### src/rtl/hazard_if.sv
// Bundle of stall requests, branch resolution and sequencer outputs shared
// between the pipeline (master) and hazard_ctrl (slave).
interface hazard_if;
  logic        stallreq_if;
  logic        stallreq_id;
  logic        stallreq_ex;
  logic        stallreq_mem;
  logic        ex_branch_flag;
  logic [31:0] ex_branch_addr;
  logic [4:0]  stalled;
  logic        flush_if_id;
  logic        flush_id_ex;
  logic        redirect;
  logic [31:0] redirect_addr;
  logic        stall_timeout;
  logic [31:0] perf_stall_cycles;
  logic [31:0] perf_flushes;

  modport master (
    output stallreq_if, stallreq_id, stallreq_ex, stallreq_mem,
           ex_branch_flag, ex_branch_addr,
    input  stalled, flush_if_id, flush_id_ex, redirect, redirect_addr,
           stall_timeout, perf_stall_cycles, perf_flushes
  );

  modport slave (
    input  stallreq_if, stallreq_id, stallreq_ex, stallreq_mem,
           ex_branch_flag, ex_branch_addr,
    output stalled, flush_if_id, flush_id_ex, redirect, redirect_addr,
           stall_timeout, perf_stall_cycles, perf_flushes
  );
endinterface

### src/rtl/hazard_ctrl.sv
// 5-stage pipeline sequencer: stall merge, flush/redirect with pending branch,
// stall watchdog. Define HAZARD_PERF_EN to add stall/flush performance counters.
module hazard_ctrl #(
  parameter int TO_W          = 10,
  parameter int STALL_TIMEOUT = 1023
) (
  input  logic     clk,
  input  logic     rst,
  hazard_if.slave  bus
);

  localparam logic [0:0]      RUN       = 1'b0;
  localparam logic [0:0]      PEND      = 1'b1;
  localparam logic [TO_W-1:0] TIMEOUT_V = TO_W'(STALL_TIMEOUT);

  logic [0:0]      state, state_nxt;
  logic [31:0]     pend_addr, pend_addr_nxt;
  logic [TO_W-1:0] wd_cnt;
  logic [4:0]      stall_raw;
  logic            branch_take;
  logic            flush;

  // A branch only resolves when EX and MEM are both advancing.
  assign branch_take = bus.ex_branch_flag & ~bus.stallreq_mem & ~bus.stallreq_ex;

  // NOTE: every signal written here gets a default first, so no latch can form.
  always_comb begin
    state_nxt         = state;
    pend_addr_nxt     = pend_addr;
    flush             = 1'b0;
    bus.redirect      = 1'b0;
    bus.redirect_addr = '0;
    case (state)
      RUN: begin
        if (branch_take) begin
          flush = 1'b1;
          if (!bus.stallreq_if) begin
            bus.redirect      = 1'b1;
            bus.redirect_addr = bus.ex_branch_addr;
          end else begin
            pend_addr_nxt = bus.ex_branch_addr;
            state_nxt     = PEND;
          end
        end
      end
      default: begin
        // EX holds a bubble while pending, so a new branch flag is ignored.
        flush = 1'b1;
        if (!bus.stallreq_if) begin
          bus.redirect      = 1'b1;
          bus.redirect_addr = pend_addr;
          state_nxt         = RUN;
        end
      end
    endcase
  end

  always_comb begin
    if (bus.stallreq_mem)     stall_raw = 5'b11111;
    else if (bus.stallreq_ex) stall_raw = 5'b01111;
    else if (bus.stallreq_id) stall_raw = 5'b00111;
    else if (bus.stallreq_if) stall_raw = 5'b00011;
    else                      stall_raw = 5'b00000;
  end

  // Flush wins over stall on IF/ID and ID/EX so the bubble actually enters.
  assign bus.stalled     = flush ? (stall_raw & 5'b11001) : stall_raw;
  assign bus.flush_if_id = flush;
  assign bus.flush_id_ex = flush;

  // NOTE: sequential state uses non-blocking assignments only.
  always_ff @(posedge clk or posedge rst) begin
    if (rst) begin
      state     <= RUN;
      pend_addr <= '0;
    end else begin
      state     <= state_nxt;
      pend_addr <= pend_addr_nxt;
    end
  end

  always_ff @(posedge clk or posedge rst) begin
    if (rst)                     wd_cnt <= '0;
    else if (~|bus.stalled)      wd_cnt <= '0;
    else if (wd_cnt < TIMEOUT_V) wd_cnt <= wd_cnt + 1'b1;
  end

  // Flag drops on the first unstalled cycle, before the counter clears.
  assign bus.stall_timeout = (wd_cnt == TIMEOUT_V) && (|bus.stalled);

`ifdef HAZARD_PERF_EN
  logic [31:0] perf_stall_q, perf_flush_q;

  always_ff @(posedge clk or posedge rst) begin
    if (rst) begin
      perf_stall_q <= '0;
      perf_flush_q <= '0;
    end else begin
      if (bus.stalled[0]) perf_stall_q <= perf_stall_q + 32'd1;
      if (flush)          perf_flush_q <= perf_flush_q + 32'd1;
    end
  end

  assign bus.perf_stall_cycles = perf_stall_q;
  assign bus.perf_flushes      = perf_flush_q;
`else
  assign bus.perf_stall_cycles = '0;
  assign bus.perf_flushes      = '0;
`endif

endmodule

### src/flat_wrapper.sv
// flat-port wrapper written by rule: the top's interface ports become plain ports
module hazard_ctrl_flat 
#(
  parameter int TO_W          = 10,
  parameter int STALL_TIMEOUT = 1023
)
  (clk, rst, bus_stallreq_if, bus_stallreq_id, bus_stallreq_ex, bus_stallreq_mem, bus_ex_branch_flag, bus_ex_branch_addr, bus_stalled, bus_flush_if_id, bus_flush_id_ex, bus_redirect, bus_redirect_addr, bus_stall_timeout, bus_perf_stall_cycles, bus_perf_flushes);
  hazard_if bus_i ();
  input  logic clk;
  input  logic rst;
  input wire logic [$bits(bus_i.stallreq_if)-1:0] bus_stallreq_if;
  input wire logic [$bits(bus_i.stallreq_id)-1:0] bus_stallreq_id;
  input wire logic [$bits(bus_i.stallreq_ex)-1:0] bus_stallreq_ex;
  input wire logic [$bits(bus_i.stallreq_mem)-1:0] bus_stallreq_mem;
  input wire logic [$bits(bus_i.ex_branch_flag)-1:0] bus_ex_branch_flag;
  input wire logic [$bits(bus_i.ex_branch_addr)-1:0] bus_ex_branch_addr;
  output wire logic [$bits(bus_i.stalled)-1:0] bus_stalled;
  output wire logic [$bits(bus_i.flush_if_id)-1:0] bus_flush_if_id;
  output wire logic [$bits(bus_i.flush_id_ex)-1:0] bus_flush_id_ex;
  output wire logic [$bits(bus_i.redirect)-1:0] bus_redirect;
  output wire logic [$bits(bus_i.redirect_addr)-1:0] bus_redirect_addr;
  output wire logic [$bits(bus_i.stall_timeout)-1:0] bus_stall_timeout;
  output wire logic [$bits(bus_i.perf_stall_cycles)-1:0] bus_perf_stall_cycles;
  output wire logic [$bits(bus_i.perf_flushes)-1:0] bus_perf_flushes;
  assign bus_i.stallreq_if = bus_stallreq_if;
  assign bus_i.stallreq_id = bus_stallreq_id;
  assign bus_i.stallreq_ex = bus_stallreq_ex;
  assign bus_i.stallreq_mem = bus_stallreq_mem;
  assign bus_i.ex_branch_flag = bus_ex_branch_flag;
  assign bus_i.ex_branch_addr = bus_ex_branch_addr;
  assign bus_stalled = bus_i.stalled;
  assign bus_flush_if_id = bus_i.flush_if_id;
  assign bus_flush_id_ex = bus_i.flush_id_ex;
  assign bus_redirect = bus_i.redirect;
  assign bus_redirect_addr = bus_i.redirect_addr;
  assign bus_stall_timeout = bus_i.stall_timeout;
  assign bus_perf_stall_cycles = bus_i.perf_stall_cycles;
  assign bus_perf_flushes = bus_i.perf_flushes;
  hazard_ctrl #(.TO_W(TO_W), .STALL_TIMEOUT(STALL_TIMEOUT)) u_core (.clk(clk), .rst(rst), .bus(bus_i));
endmodule
### config.mk
export PLATFORM = sky130hd
export DESIGN_NAME = hazard_ctrl_flat
export DESIGN_NICKNAME = d
export VERILOG_FILES = /design/src/rtl/hazard_if.sv /design/src/rtl/hazard_ctrl.sv /design/src/flat_wrapper.sv
export SDC_FILE = /design/constraint.sdc
export NUM_CORES = 1
export LEC_CHECK = 0
export ABC_AREA = 1
export BUFFER_PORTS_ARGS = -buffer_cell sky130_fd_sc_hd__buf_4
export CAP_MARGIN = 20
export CORE_ASPECT_RATIO = 0.6
export CORE_MARGIN = 1.5
export CORE_UTILIZATION = 47
export DETAILED_ROUTE_END_ITERATION = 7
export PLACE_DENSITY = 0.81
export SYNTH_ARGS = -nofsm -noshare
export SYNTH_HDL_FRONTEND = slang
export SYNTH_SLANG_ARGS = --single-unit
### constraint.sdc
create_clock -name clk -period 1.68 [get_ports clk]
set_clock_uncertainty 0.1 [all_clocks]
set_input_delay 0.084 -clock clk [delete_from_list [all_inputs] [get_ports clk]]
set_output_delay 0.084 -clock clk [all_outputs]
set_load 0.005 [all_outputs]
==> flow_summary.toml <==
[clocking]
cts.sinks = 43
h-tree-depth = 2
cts-root-buf = "clkbuf_8"
clock_path_buffers = 2
numCtsBuffers = 5
cts_tree = "done"
path_clk_slew_ns = 0.08
insertion_delay_ns = 0.28

[timing]
final_max_slew_viol_count = 0
rsz0062_at_grt = "yes"
finalCriticalPeriod_ns = 1.64
clock.fmax_mhz = 611
setup-violations-final = 0
hold_violations = 0
post-route-period-util = 0.975

[worst_setup_path]
rr_worst_depth = 9
start_kind = "register"
worstReg2RegStart = "u_core.wd_cnt[0]$_DFFE_PP0P_"
r2r_setup_slack_ns = 0.16
reg2reg_to = "u_core.wd_cnt[7]$_DFFE_PP0P_"
critPathMaxStageDelay_ns = 0.42
slowest_stage = "dfrtp_1"
path_max_fanout = 7
crit_required_ns = 1.50
critical_path.cell_chain = "ha_4 -> nand2_1 -> nor2_2 -> nand2_4 -> nor2_4 -> buf_4"
path_class = "register to output port"
crit_arrival_ns = 1.45
endpoint_kind = "output port"

[final_layout]
nNetsFinal = 531
diodes = 0
area_delta_synth_final_pct = 29.9
final_common_cell = "buf_4"
layout-drive-gt1-share = 0.273
fillers = 507
final_cell_mix = "89 x buf_4, 64 x conb_1, 61 x nand2_1"
final_util = 0.656

[grt]
antenna_found_initial = 0
use_met2 = 0.342
met3_usage = 0.0398
grt_max_degree = 34
grt_pass1_wl_um = 10700
grt_pass1_vias = 2308
top_usage_layer = "met2"
grt_overflow = 0
grtUsageTotal = 0.200
met1_usage = 0.256

[logic_synthesis]
synth_seq_cells = 43
synthTopCellsByArea = "dfrtp_1 37%, buf_4 17%, nand2_1 8.0%, nand3_1 7.0%, o21ai_2 6.6%"
syn_avg_cell_area_um2 = 7.68
syn_inst = 380
synth.yosys.warnings = 0
synth_top_area_cell = "dfrtp_1"
synth_top_area_share = 0.369
synth.distinct_cells = 23
yosysSeqAreaShare = 0.369
syn_area_um2 = 2920

[floorplanning]
die_w_um = 105
dieArea_um2 = 6710
initial_core_util = 0.505
coreArea_um2 = 5780
io_pins = 144
fp.dieH_um = 64.0
num_rows = 21

[power]
peakVddDrop_uv = 629
p_total_w = 0.00293
p_leak_nw = 2.04
power_density_nw_per_um2 = 773

[route]
drc = 0
routed_wl_um = 6740
vias = 2584
wl_per_cell_um = 11.8
avgViaCountPerCell = 4.53
drtPass1Iterations = 4
drt_iter0_markers = 144
final_antenna_net_count = 0

[run]
max_cap_violations = 0

[placement]
dp_hpwl_um = 4530
gp_congestion = 0.889
numPortBuffers = 79

[status]
status = "completed"

[worst_hold_path]
hold_class = "primary input to asynchronous set/reset pin"
==> cell type report <==
cell class                      instances  area, um2  share of cell area
Multi-Input combinational cell        268       1320               0.348
Inverter                               48        180              0.0475
Tap cell                               80        100              0.0264
Clock buffer                            6       72.6              0.0191
Timing Repair Buffer                  125       1040               0.275
Sequential cell                        43       1080               0.284
==> repair_timing <==
| item | in CTS | in global routing |
|---|---|---|
| hold buffers | 33 | 0 |
| pin swaps | 0 | 2 |
| setup endpoints to repair | 26 | 23 |
| gates resized for setup | 7 | 12 |
| endpoints found under the hold margin | 50 | 0 |
| buffers inserted | 1 | 3 |
==> critical path: cells and delay by family (launching register included) <==
family / cells / cell delay, ns
and+or+nand+nor: 4 / 0.44
DFF: 1 / 0.42
adders and majority gates: 1 / 0.19
buffers and inverters: 1 / 0.11
==> flip-flops by register name (all words and copies together), names as in the netlist <==
register          cells
u_core.pend_addr     32
u_core.wd_cnt        10
u_core.state          1
==> metrics by stage <==
stage | hold WS [ns] | setup slack [ns] | setup TNS (ns) | instance area [um2] | instances
after floorplan | 0.132 | 0.330 | 0 | 3150 | 443
after global placement | 0.0137 | 0.205 | 0 | 3310 | 527
after detailed placement | 0.0184 | 0.110 | 0 | 3310 | 527
after CTS | 0.254 | -0.0180 | -0.0180 | 3750 | 567
after global routing | 0.263 | -0.0441 | -0.0441 | 3790 | 570
final | 0.249 | 0.0421 | 0 | 3790 | 570
==> cell families (layout without fill, tap and decap cells) <==
kind of cell,count (synthesis),in the layout,synth area share
compound gates,74,74,0.156
flops,43,43,0.369
simple gates,129,129,0.197
fa+ha+maj,1,1,0.00429
buf+inv,132,179,0.273
other cells,1,64,0.00129
==> per-layer routing <==
layer | share of wire | up-vias
li1 | - | 1295
met1 | 0.43 | 1178
met2 | 0.50 | 107
met3 | 0.062 | 4
met4 | 0.0080 | 0
met5 | 0 | -
==> report_power, final <==
group	total, W	internal (W)	switching, W
registers	0.00146	0.00127	0.000191
clock network	0.000597	0.000277	0.000320
logic	0.000871	0.000427	0.000445
total	0.00293	0.00197	0.000955
==> how the worst max path moves through the flow <==
stage | depth (start not counted) | end | startpoint
finish | 6 | bus_stall_timeout | u_core.wd_cnt[1]$_DFFE_PP0P_
global route | 6 | bus_stall_timeout | u_core.wd_cnt[1]$_DFFE_PP0P_
CTS | 6 | bus_stall_timeout | u_core.wd_cnt[1]$_DFFE_PP0P_
detailed placement | 6 | bus_stall_timeout | u_core.wd_cnt[0]$_DFFE_PP0P_
global placement | 6 | bus_stall_timeout | u_core.wd_cnt[0]$_DFFE_PP0P_
floorplan | 7 | u_core.wd_cnt[1]$_DFFE_PP0P_ | u_core.wd_cnt[0]$_DFFE_PP0P_
==> cells in the mapped netlist <==
master	instances
nor2_2	2
dfrtp_1	43
conb_1	1
buf_6	6
ha_1	1
or2_2	2
a21oi_1	2
o21ai_1	10
nor2_1	15
nand3_2	2
inv_1	46
clkbuf_1	6
nand3_1	41
o21ai_0	38
buf_4	66
nand2_1	62
nor3_1	1
nand4_1	3
a31oi_1	2
o21ai_2	22
buf_2	6
nor2_4	1
inv_2	2
No activity file was read; power rests on OpenSTA's default activity.
